File: src/rtl/key_scan_module.sv
`default_nettype none
// ============================================================================
// Module      : key_scan_module
// Description : 4x4 keypad scanner with frame debounce, ghost rejection and
//               two-digit duration / direction entry.
// Revision    : 1.0
// ============================================================================
module key_scan_module #(
    parameter int SCAN_COUNT = 25000,
    parameter int DEB_FRAMES = 3
) (
    input  logic       sys_clk,
    input  logic       sys_rst,
    output logic [3:0] row,
    input  logic [3:0] col,
    output logic [3:0] key_code,
    output logic       key_valid,
    output logic       key_held,
    output logic [9:0] set_time,
    output logic [1:0] set_dir,
    output logic       time_valid
);

    localparam int               CNT_W      = (SCAN_COUNT > 1) ? $clog2(SCAN_COUNT) : 1;
    localparam logic [CNT_W-1:0] C_CNT_LAST = CNT_W'(SCAN_COUNT - 1);
    localparam logic [3:0]       C_DEB      = 4'(DEB_FRAMES);

    typedef enum logic [1:0] {
        ST_IDLE    = 2'd0,
        ST_PRESS   = 2'd1,
        ST_HELD    = 2'd2,
        ST_RELEASE = 2'd3
    } state_t;

    logic [3:0]       r_col_meta, r_col_sync;
    logic [CNT_W-1:0] r_slot_cnt;
    logic [1:0]       r_row_idx;
    logic [1:0]       r_acc_cnt;
    logic [3:0]       r_acc_cand;
    state_t           r_state;
    logic [3:0]       r_deb_cnt, r_rel_cnt, r_cand;
    logic [6:0]       r_entry;
    logic [1:0]       r_dir;

    logic       w_slot_end, w_frame_end;
    logic [3:0] w_low;
    logic [2:0] w_row_pop, w_tot;
    logic [1:0] w_row_col;
    logic [3:0] w_here_cand, w_frame_cand, w_deb_next, w_rel_next, w_digit;
    logic       w_frame_single, w_same_held, w_is_digit;
    logic [6:0] w_entry_ones, w_entry_shift;

    always_ff @(posedge sys_clk) begin
        if (sys_rst) begin
            r_col_meta <= 4'hF;
            r_col_sync <= 4'hF;
        end else begin
            r_col_meta <= col;
            r_col_sync <= r_col_meta;
        end
    end

    assign w_slot_end  = (r_slot_cnt == C_CNT_LAST);
    assign w_frame_end = w_slot_end && (r_row_idx == 2'd3);
    assign w_low       = ~r_col_sync;

    always_comb begin
        w_row_pop = 3'd0;
        w_row_col = 2'd0;
        for (int i = 0; i < 4; i++) begin
            if (w_low[i]) begin
                w_row_pop = w_row_pop + 3'd1;
                w_row_col = 2'(i);
            end
        end
    end

    // Low-bit count over the frame so far, including the row being sampled now
    assign w_tot          = {1'b0, r_acc_cnt} + w_row_pop;
    assign w_here_cand    = {r_row_idx, w_row_col};
    assign w_frame_single = (w_tot == 3'd1);
    assign w_frame_cand   = (r_acc_cnt == 2'd0) ? w_here_cand : r_acc_cand;
    assign w_same_held    = w_frame_single && (w_frame_cand == key_code);
    assign w_deb_next     = (r_state == ST_PRESS && r_cand == w_frame_cand) ? r_deb_cnt + 4'd1 : 4'd1;
    assign w_rel_next     = (w_frame_single || r_state == ST_HELD) ? 4'd1 : r_rel_cnt + 4'd1;

    always_ff @(posedge sys_clk) begin
        if (sys_rst) begin
            r_slot_cnt <= '0;
            r_row_idx  <= 2'd0;
            row        <= 4'b1110;
            r_acc_cnt  <= 2'd0;
            r_acc_cand <= 4'd0;
        end else if (w_slot_end) begin
            r_slot_cnt <= '0;
            r_row_idx  <= r_row_idx + 2'd1;
            row        <= {row[2:0], row[3]};
            if (w_frame_end) begin
                r_acc_cnt <= 2'd0;
            end else begin
                r_acc_cnt <= (w_tot >= 3'd2) ? 2'd2 : w_tot[1:0];
                if (r_acc_cnt == 2'd0 && w_row_pop == 3'd1)
                    r_acc_cand <= w_here_cand;
            end
        end else begin
            r_slot_cnt <= r_slot_cnt + 1'b1;
        end
    end

    always_ff @(posedge sys_clk) begin
        if (sys_rst) begin
            r_state   <= ST_IDLE;
            r_deb_cnt <= 4'd0;
            r_rel_cnt <= 4'd0;
            r_cand    <= 4'd0;
            key_code  <= 4'd0;
            key_valid <= 1'b0;
            key_held  <= 1'b0;
        end else begin
            key_valid <= 1'b0;
            if (w_frame_end) begin
                case (r_state)
                    ST_IDLE, ST_PRESS: begin
                        if (!w_frame_single) begin
                            r_state <= ST_IDLE;
                        end else begin
                            r_cand <= w_frame_cand;
                            if (w_deb_next >= C_DEB) begin
                                r_state   <= ST_HELD;
                                key_code  <= w_frame_cand;
                                key_valid <= 1'b1;
                                key_held  <= 1'b1;
                            end else begin
                                r_state   <= ST_PRESS;
                                r_deb_cnt <= w_deb_next;
                            end
                        end
                    end
                    default: begin
                        // A new key during release only restarts the release count
                        if (w_same_held) begin
                            r_state <= ST_HELD;
                        end else if (w_rel_next >= C_DEB) begin
                            r_state  <= ST_IDLE;
                            key_held <= 1'b0;
                        end else begin
                            r_state   <= ST_RELEASE;
                            r_rel_cnt <= w_rel_next;
                        end
                    end
                endcase
            end
        end
    end

    always_comb begin
        w_is_digit = 1'b1;
        w_digit    = 4'd0;
        case (key_code)
            4'd0:    w_digit = 4'd1;
            4'd1:    w_digit = 4'd2;
            4'd2:    w_digit = 4'd3;
            4'd4:    w_digit = 4'd4;
            4'd5:    w_digit = 4'd5;
            4'd6:    w_digit = 4'd6;
            4'd8:    w_digit = 4'd7;
            4'd9:    w_digit = 4'd8;
            4'd10:   w_digit = 4'd9;
            4'd13:   w_digit = 4'd0;
            default: w_is_digit = 1'b0;
        endcase
    end

    assign w_entry_ones  = r_entry % 7'd10;
    assign w_entry_shift = w_entry_ones * 7'd10 + {3'b000, w_digit};

    always_ff @(posedge sys_clk) begin
        if (sys_rst) begin
            r_entry    <= 7'd0;
            r_dir      <= 2'd0;
            set_time   <= 10'd0;
            set_dir    <= 2'd0;
            time_valid <= 1'b0;
        end else begin
            time_valid <= 1'b0;
            if (key_valid) begin
                if (w_is_digit) begin
                    r_entry <= w_entry_shift;
                end else begin
                    case (key_code)
                        4'd12: r_entry <= 7'd0;
                        4'd14: begin
                            set_time   <= {3'b000, r_entry};
                            set_dir    <= r_dir;
                            time_valid <= 1'b1;
                            r_entry    <= 7'd0;
                        end
                        default: r_dir <= key_code[3:2];
                    endcase
                end
            end
        end
    end

endmodule
`default_nettype wire

File: config.mk
export PLATFORM = sky130hd
export DESIGN_NAME = key_scan_module
export DESIGN_NICKNAME = d
export VERILOG_FILES = /design/src/rtl/key_scan_module.sv
export SDC_FILE = /design/constraint.sdc
export NUM_CORES = 1
export LEC_CHECK = 0
export ABC_CLOCK_PERIOD_IN_PS = 8900
export CAP_MARGIN = 20
export CORE_UTILIZATION = 50
export CTS_BUF_LIST = sky130_fd_sc_hd__clkbuf_8
export CTS_CLUSTER_DIAMETER = 100
export DETAILED_ROUTE_END_ITERATION = 6
export MAX_ROUTING_LAYER = met4
export PLACE_DENSITY_LB_ADDON = 0.3
export SETUP_SLACK_MARGIN = 0.1
export SYNTH_ARGS = -nofsm -noshare
export SYNTH_HDL_FRONTEND = slang
export SYNTH_SLANG_ARGS = --single-unit
File: constraint.sdc
create_clock -name sys_clk -period 8.9 [get_ports sys_clk]
set_clock_uncertainty 0.05 [all_clocks]
set_input_delay 1.335 -clock sys_clk [delete_from_list [all_inputs] [get_ports sys_clk]]
set_output_delay 1.335 -clock sys_clk [all_outputs]
set_load 0.02 [all_outputs]
**Word-level counts from Yosys, hierarchy flattened**

Cells that the tools add are included.

- Register bits: 74
- Bits in writable memories: 0
- Bits in latches: 0
- Bits of input ports: 6
- Memories: 0
- Memory bits (read-only): 0
- Word-level logic and storage cells: 118

- Reduce and logical (&&, ||, !) cells: 25
- Div/mod/pow operators: 1
- $lt $le $gt $ge: 3
- Bitwise logic cells: 10
- $mul: 1
- Eq/ne operators: 22
- Shifts and indexed selects: 0
- Muxes and demuxes: 28
- $add $sub $neg: 9

Operators with widths:

| kind | count |
|---|---|
| 4-bit one-hot mux with 9 select lines | 1 |
| 4-bit equality test (second input constant) | 6 |
| 2-bit two-way mux | 9 |
| 15-bit by 1-bit adder with 15-bit output (second input constant) | 1 |
| 15-bit equality test (second input constant) | 1 |
| 7-bit two-way mux | 2 |
| 4-bit by 3-bit equality test with 1-bit output (second input constant) | 3 |
| 4-bit two-way mux | 3 |
| 3-bit AND reduction | 4 |
| 4-bit AND reduction | 3 |
| 1-bit two-way mux | 10 |
| 10-bit OR reduction | 1 |
| 3-bit by 1-bit adder with 3-bit output (second input constant) | 3 |
| 3-bit two-way mux | 3 |
| 1-bit inverter | 9 |
| 4-bit by 1-bit adder with 4-bit output (second input constant) | 2 |
| 4-bit equality test | 2 |
| 4-bit by 2-bit >= comparator with 1-bit output (second input constant) | 2 |
| 7-bit by 4-bit adder with 7-bit output | 1 |
| 7-bit by 4-bit modulo with 7-bit output (second input constant) | 1 |
| 7-bit by 3-bit multiplier with 6-bit output (second input constant) | 1 |
| 3-bit by 1-bit equality test with 1-bit output (second input constant) | 2 |
| 2-bit OR reduction | 3 |
| 5-bit AND reduction | 1 |
| other kinds (18) | 25 |

**Logic depth before layout (Yosys ltp)**

Gate-level depths: netlist of run 1.

- Depth after elaboration: 16
- Gate-level depth with buffers: 20

**Worst setup path after synthesis of run 1**

Ideal clock, no wire load.

- Path type: register to register
- Start point: register r_entry[5]
- End point: register r_entry[6]
- Slack: 4744 ps
- Path buffers: 2
- Data arrival time: 3988 ps
- Stages on the path, launching flop included: 21
- Cell sequence: dfxtp_1 -> clkbuf_1 -> clkbuf_1 -> nor2b_1 -> xnor2_1 -> o22ai_1 -> nor2_1 -> ha_1 -> inv_1 -> o221ai_1 -> nand2_1 -> xnor2_1 -> ha_1 -> ha_1 -> inv_1 -> fa_1 -> nor3b_1 -> xnor2_1 -> xnor2_1 -> xor2_1 -> a32o_1

- Cells in the longest elaborated chain, start to end: 4

RTL lines:

| item | line | text |
|---|---|---|
| start: declaration | 42 | `logic [6:0] r_entry;` |
| start signal: assignment | 188 | `r_entry <= w_entry_shift;` |
| 7-bit by 4-bit modulo with 7-bit output | 174 | `assign w_entry_ones = r_entry % 7'd10;` |
| 7-bit by 3-bit multiplier with 6-bit output | 175 | `assign w_entry_shift = w_entry_ones * 7'd10 + {3'b000, w_digit};` |
| 7-bit by 4-bit adder with 7-bit output | 175 |  |
| 7-bit two-way mux | 187 | `if (w_is_digit) begin` |

No other way between the ends.
A chain may end at the register's enable or synchronous reset.

**Worst setup path after layout of run 1**

Same ends and word-level chain as after synthesis.

==> results.sh, run 1 <==
export IMPL_status="completed"
export IMPL_switchingPower_mw=0.144
export IMPL_dieArea_mm2=0.00851
export IMPL_gr_total_overflow=0
export IMPL_p_leak_nw=1.81
export IMPL_cts_root_buf="clkbuf_8"
export IMPL_postCtsResizedCells=0
export IMPL_rsz0062_at_grt="no"
export IMPL_intPower_mw=0.452
export IMPL_cts_buffer_depth=2
export IMPL_drc=0
export IMPL_endpoint="r_entry[6]"
export IMPL_num_antenna_cells=0
export IMPL_antenna_found_initial=0
export IMPL_r2r_slack_ns=4.48
export IMPL_slowest_delay_ns=0.75
export IMPL_synth_area_per_cell_um2=8.66
export IMPL_final_nets=508
export IMPL_yosys_area_top_type="dfxtp_1"
export IMPL_cp_start_kind="flop"
export IMPL_die_w_um=92.2
export IMPL_p_seq_frac=0.564
export IMPL_die_y_um=92.2
export IMPL_num_vias=3211
export IMPL_cts_htree_levels=3
export IMPL_cts_made_buffers=9
export IMPL_setup_violations=0
export IMPL_grt_total_usage=0.204
export IMPL_gp_congestion=0.897
export IMPL_power_density_mw_per_mm2=132
export IMPL_max_vdd_ir_drop_v=0.000138
export IMPL_hpwl_um=5590
export IMPL_grt_pass1_wl_um=13700
export IMPL_syn_area_mm2=0.00407
export IMPL_ys_flop_type="dfxtp_1"
export IMPL_critPathMaxFanout=21
export IMPL_p_sw_frac=0.242
export IMPL_path_clk_slew_ns=0.08
export IMPL_max_freq_mhz=226
export IMPL_synth_top_area_frac=0.364
export IMPL_critical_path_class="reg2reg"
export IMPL_slew_headroom=0.325
export IMPL_cap_violations=0
export IMPL_drive_above_1_share=0.0700
export IMPL_crit_slowest_cell="dfxtp_1"
export IMPL_wl_per_cell_um=13.3
export IMPL_cts_sinks=74
export IMPL_cp_arrival_ns=4.61
export IMPL_row_count=32
export IMPL_grt_pass1_vias=3032
export IMPL_synth_warnings=0
export IMPL_cp_end_kind="flop"
export IMPL_cts_hold_fix_buffers=0
export IMPL_drt_wl_total_um=7850
export IMPL_worstReg2RegEnd="r_entry[6]"
export IMPL_postRouteAntennaNets=0
export IMPL_min_period_ns=4.42
export IMPL_async_reset_ff_frac=0
export IMPL_worstReg2RegStart="r_entry[5]"
export IMPL_drt_iter0_drc=129
export IMPL_final_util=0.579
export IMPL_worst_slew_pin_slew_ns=1.00
export IMPL_start_util=0.521
export IMPL_finalSetupTns_ns=0
export IMPL_area_growth_pct=11.1
export IMPL_cts_tree="done"
export IMPL_synth_area_leaders="dfxtp_1, mux2i_1, nor2_1, ha_1, xnor2_1"
export IMPL_startpoint="r_entry[5]"
export IMPL_clock_latency_ns=0.34
export IMPL_hold_depth=1
export IMPL_hold_class="reg2reg"
export IMPL_first_pass_iters=6
export IMPL_synth_seq_area_share=0.364
export IMPL_rr_worst_depth=18
export IMPL_cpMostUsedCell="xnor2_1"
export IMPL_final_common_cell="dfxtp_1"
export IMPL_p_comb_frac=0.039
export IMPL_core_mm2=0.00781
export IMPL_ys_seq_elements=74
export IMPL_min_from="r_col_meta[2]"
export IMPL_pwr_share_clk=0.397
export IMPL_required_ns=9.09
export IMPL_synthCells=470
export IMPL_fin_crit_sh=0.497
export IMPL_grt_max_degree=57
export IMPL_layout_common_cells="dfxtp_1, nor2_1, mux2i_1"
export IMPL_synth_edf_count=0
export IMPL_path_cells="nor2b_1, xnor2_1, o22ai_1, nor2_1, ha_1, inv_1, o221ai_1, nand2_1, xnor2_1, ha_1, ha_1, inv_1, fa_1, nor3b_1, xnor2_1, xnor2_1, xor2_1, a32o_1"
export IMPL_drv_slew=0
export IMPL_via_per_inst=5.46
export IMPL_cts_setup_buffers=0
export IMPL_io_pins=29
export IMPL_hold_violations=0
export IMPL_portBuffers=25
export IMPL_yosysUniqueCellTypes=59
[sequential cells by signal (all words and copies together), names as in the netlist, 4 cells and up]
signal	cells
r_slot_cnt	15
r_col_meta	4
r_cand	4
set_time	7
r_entry	7
r_deb_cnt	4
row	4
key_code	4
r_acc_cand	4
r_col_sync	4
r_rel_cnt	4
[critical path, delay by kind of cell (launching register included)]
kind / cells / cell delay [ns]
AO/OA/AOI/OAI: 3 / 0.44
XOR/XNOR: 5 / 0.81
adder cells (fa/ha/maj): 4 / 1.14
buffers and inverters: 2 / 0.11
flip-flops: 1 / 0.75
AND/OR/NAND/NOR: 4 / 1.01
[Yosys cell counts (all sizes together) (9+ instances only)]
cell type  instances
clkbuf            23
o21ai             15
inv               21
mux2i             32
a21oi             18
nand3             13
nor2              66
nor3b              9
dfxtp             74
xor2              18
ha                17
or2               10
nand2             29
xnor2             19
[worst min path at each step]
stage / slack [ns] / endpoint
5_1_grt: 0.37 / r_col_sync[1]
6_report: 0.36 / r_col_sync[2]
3_3_place_gp: 0.34 / r_col_sync[0]
2_1_floorplan: 0.34 / r_col_sync[0]
3_5_place_dp: 0.34 / r_col_sync[2]
4_1_cts: 0.36 / r_col_sync[2]
[metrics by stage]
stage | hold slack (ns) | instances | setup slack, ns | power (mW) | area (µm²)
2_1_floorplan | 0.339 | 472 | 4.74 | 0.362 | 4080
3_3_place_gp | 0.341 | 572 | 4.69 | 0.367 | 4340
3_5_place_dp | 0.345 | 572 | 4.55 | 0.367 | 4340
4_1_cts | 0.363 | 587 | 4.53 | 0.602 | 4520
5_1_grt | 0.374 | 588 | 4.09 | 0.620 | 4520
6_report | 0.363 | 588 | 4.48 | 0.596 | 4520
[area by class of cell]
class	instances	area [µm²]
fill	730	3290
multi-input combinational	349	2400
sequential	74	1480
timing repair buffer	27	258
clock buffer	10	138
tap	102	128
inverter	21	78.8
clock inverter	5	38.8
[per-layer routing]
layer / up-vias / track usage / share of wire
met3: 12 / 0.0406 / 0.029
met1: 1506 / 0.260 / 0.49
met2: 41 / 0.328 / 0.47
met4: 0 / 0.0612 / 0.013
met5: - / - / 0
li1: 1652 / - / -
[cells by family (layout without fill, tap and decap cells)]
group / count (synthesis) / in the layout / share of synthesized area
DFF: 74 / 74 / 0.364
adders and majority gates: 20 / 20 / 0.0670
other: 1 / 3 / 0.000921
xor gates and xnor gates: 38 / 38 / 0.0852
AOI/OAI and AO/OA: 78 / 78 / 0.131
buffers and inverters: 49 / 63 / 0.0486
muxes: 34 / 34 / 0.0842
and+or+nand+nor: 176 / 176 / 0.219
[power by group through the flow]
stage | clock network (mW) | logic, mW | registers [mW]
final | 0.236 | 0.0233 | 0.336
after global routing | 0.257 | 0.0263 | 0.336
after CTS | 0.242 | 0.0236 | 0.336
after detailed placement | 0 | 0.0234 | 0.344
after global placement | 0 | 0.0230 | 0.344
after floorplan | 0 | 0.0195 | 0.343
Power figures use the tool's default switching activity.
==> inputs of run 2 (changes only) <==
Settings changed: ABC_CLOCK_PERIOD_IN_PS 8900 to 3500.
Clock period 8.9 ns to 3.5 ns, I/O delays scaled along.
==> run 2 against run 1 <==
Effect of this change:
- the run now ends with setup timing left
- critical path depth is 2 lower
- power grew to 2.8 times the previous value
- non-clock buffer count is 52 higher
- via count is 9.0% higher
- register-to-register slack worse by 4.5 ns
- clock power grew to 3.2 times the previous value
- utilization is 9.2 points higher
- combinational power grew to 3.1 times the previous value
- sequential share of layout area is 4.3 points lower
- largest cell class unchanged
==> results.sh, run 2 (synthesized netlist as in run 1, its figures left out) <==
export IMPL_hold_violations=0
export IMPL_dpl_worst_slack_ns=-0.234
export IMPL_cts_made_buffers=9
export IMPL_cts_buffer_depth=2
export IMPL_finalSetupTns_ns=-0.0280
export IMPL_critPathMaxFanout=6
export IMPL_r2r_slack_ns=-0.03
export IMPL_cp_start_kind="flop"
export IMPL_holdWs_ns=0.364
export IMPL_largest_register="r_slot_cnt"
export IMPL_largest_register_ffs=15
export IMPL_gr_total_overflow=0
export IMPL_cts_tree="done"
export IMPL_min_period_ns=3.53
export IMPL_setup_violations=1
export IMPL_first_pass_iters=4
export IMPL_placed_area_mm2=0.00471
export IMPL_critical_path_class="reg2reg"
export IMPL_grt_pass1_vias=3424
export IMPL_required_ns=3.69
export IMPL_p_leak_nw=2.12
export IMPL_antenna_found_initial=0
export IMPL_via_per_inst=5.46
export IMPL_multi_input_area_mm2=0.00265
export IMPL_p_sw_frac=0.226
export IMPL_drv_slew=0
export IMPL_path_cells="nand2b_4, buf_4, mux2i_1, a211oi_2, a31oi_2, buf_4, o311a_1, ha_4, ha_4, inv_2, fa_1, nor3b_2, xnor2_1, xnor2_1, xor2_1, a32o_1"
export IMPL_core_mm2=0.00781
export IMPL_slew_headroom=0.450
export IMPL_p_comb_frac=0.044
export IMPL_portBuffers=25
export IMPL_intPower_mw=1.30
export IMPL_die_y_um=92.2
export IMPL_grt_pass1_wl_um=15500
export IMPL_fin_crit_sh=1.01
export IMPL_drc=0
export IMPL_max_freq_mhz=283
export IMPL_num_vias=3499
export IMPL_status="finished with violations"
export IMPL_cts_htree_levels=3
export IMPL_gp_congestion=0.919
export IMPL_worst_slew_pin_slew_ns=0.817
export IMPL_p_seq_frac=0.508
export IMPL_final_cell_area_mm2=0.00524
export IMPL_power_density_mw_per_mm2=320
export IMPL_final_common_cell="dfxtp_1"
export IMPL_cts_sinks=74
export IMPL_start_util=0.521
export IMPL_layout_setup_ws_ns=-0.0280
export IMPL_power_total_mw=1.68
export IMPL_grt_total_usage=0.234
export IMPL_drive_above_1_share=0.234
export IMPL_area_growth_pct=28.8
export IMPL_clock_latency_ns=0.35
export IMPL_hpwl_um=6470
export IMPL_largest_registers="r_slot_cnt x15, r_entry x7, set_time x7"
export IMPL_num_antenna_cells=0
export IMPL_cts_root_buf="clkbuf_8"
export IMPL_dieArea_mm2=0.00851
export IMPL_crit_slowest_cell="fa_1"
export IMPL_rsz0062_at_grt="yes"
export IMPL_slowest_delay_ns=0.49
export IMPL_path_clk_slew_ns=0.08
export IMPL_cp_end_kind="flop"
export IMPL_row_count=32
export IMPL_hold_class="reg2reg"
export IMPL_layout_cells_non_filler=641
export IMPL_drt_wl_total_um=9130
export IMPL_final_util=0.671
export IMPL_regArea_mm2=0.00150
export IMPL_final_nets=560
export IMPL_cts_hold_fix_buffers=0
export IMPL_pwr_share_clk=0.448
export IMPL_drt_iter0_drc=147
export IMPL_cap_violations=0
export IMPL_failed_checks="setup timing"
export IMPL_fillCellCount=649
export IMPL_postRouteAntennaNets=0
export IMPL_max_vdd_ir_drop_v=0.000241
export IMPL_switchingPower_mw=0.379
export IMPL_die_w_um=92.2
export IMPL_wl_per_cell_um=14.2
export IMPL_grt_max_degree=56
export IMPL_layout_common_cells="dfxtp_1, nor2_1, buf_4"
export IMPL_dp_cells=613
export IMPL_io_pins=29
export IMPL_cp_arrival_ns=3.71
## run 2: cell types whose count changed in the layout (fill, tap and decap cells not counted), moves of 5 or more
cell / delta
dfxtp_1: -5
ha_4: +5
ha_1: -6
buf_4: +50
## run 2: repair_timing
item	4_1_cts	5_1_grt
pin swaps	17	17
resized for setup	30	13
buffers inserted	8	4
setup endpoints to repair	12	9
## run 2: power by group through the flow
stage / clock network (mW) / logic, mW / registers [mW]
after global routing: 0.803 / 0.0808 / 0.853
after CTS: 0.768 / 0.0701 / 0.852
after detailed placement: 0 / 0.0669 / 0.875
after global placement: 0 / 0.0644 / 0.874
after floorplan: 0 / 0.0520 / 0.871
final: 0.752 / 0.0732 / 0.852
## run 2: metal layers
metal	vias to the layer above	routed length (µm)	track usage
met5	-	0	-
met4	0	111	0.0781
met3	12	266	0.0514
met2	60	4820	0.407
met1	1672	3930	0.265
li1	1755	-	-
## run 2: cell type report
class | count | share of cell area
clock inverter | 6 | 0.0169
tap | 102 | 0.0243
sequential | 74 | 0.285
multi-input combinational | 349 | 0.506
timing repair buffer | 79 | 0.126
clock buffer | 10 | 0.0263
inverter | 21 | 0.0150
## run 2: critical path, delay by kind of cell, from the launching register on
| kind | cells | cell delay [ns] |
|---|---|---|
| fa+ha+maj | 3 | 0.90 |
| compound gates | 4 | 0.89 |
| xor+xnor | 3 | 0.43 |
| flops | 1 | 0.39 |
| simple gates | 2 | 0.36 |
| buf+inv | 3 | 0.31 |
| mux | 1 | 0.08 |
## run 2: final timing paths
kind / end / depth (start not counted) / startpoint
worst min-delay path: r_col_sync[1] / 1 / r_col_meta[1]
worst max-delay path: r_entry[6] / 16 / r_entry[6]
worst max register to register: r_entry[6] / 16 / r_entry[6]
worst min register to register: r_col_sync[1] / 1 / r_col_meta[1]
==> inputs of run 3 (changes only) <==
Settings changed: SLEW_MARGIN set to 20.
==> results of run 3 <==
The final DEF is identical to that of run 2; final timing and power are the same.
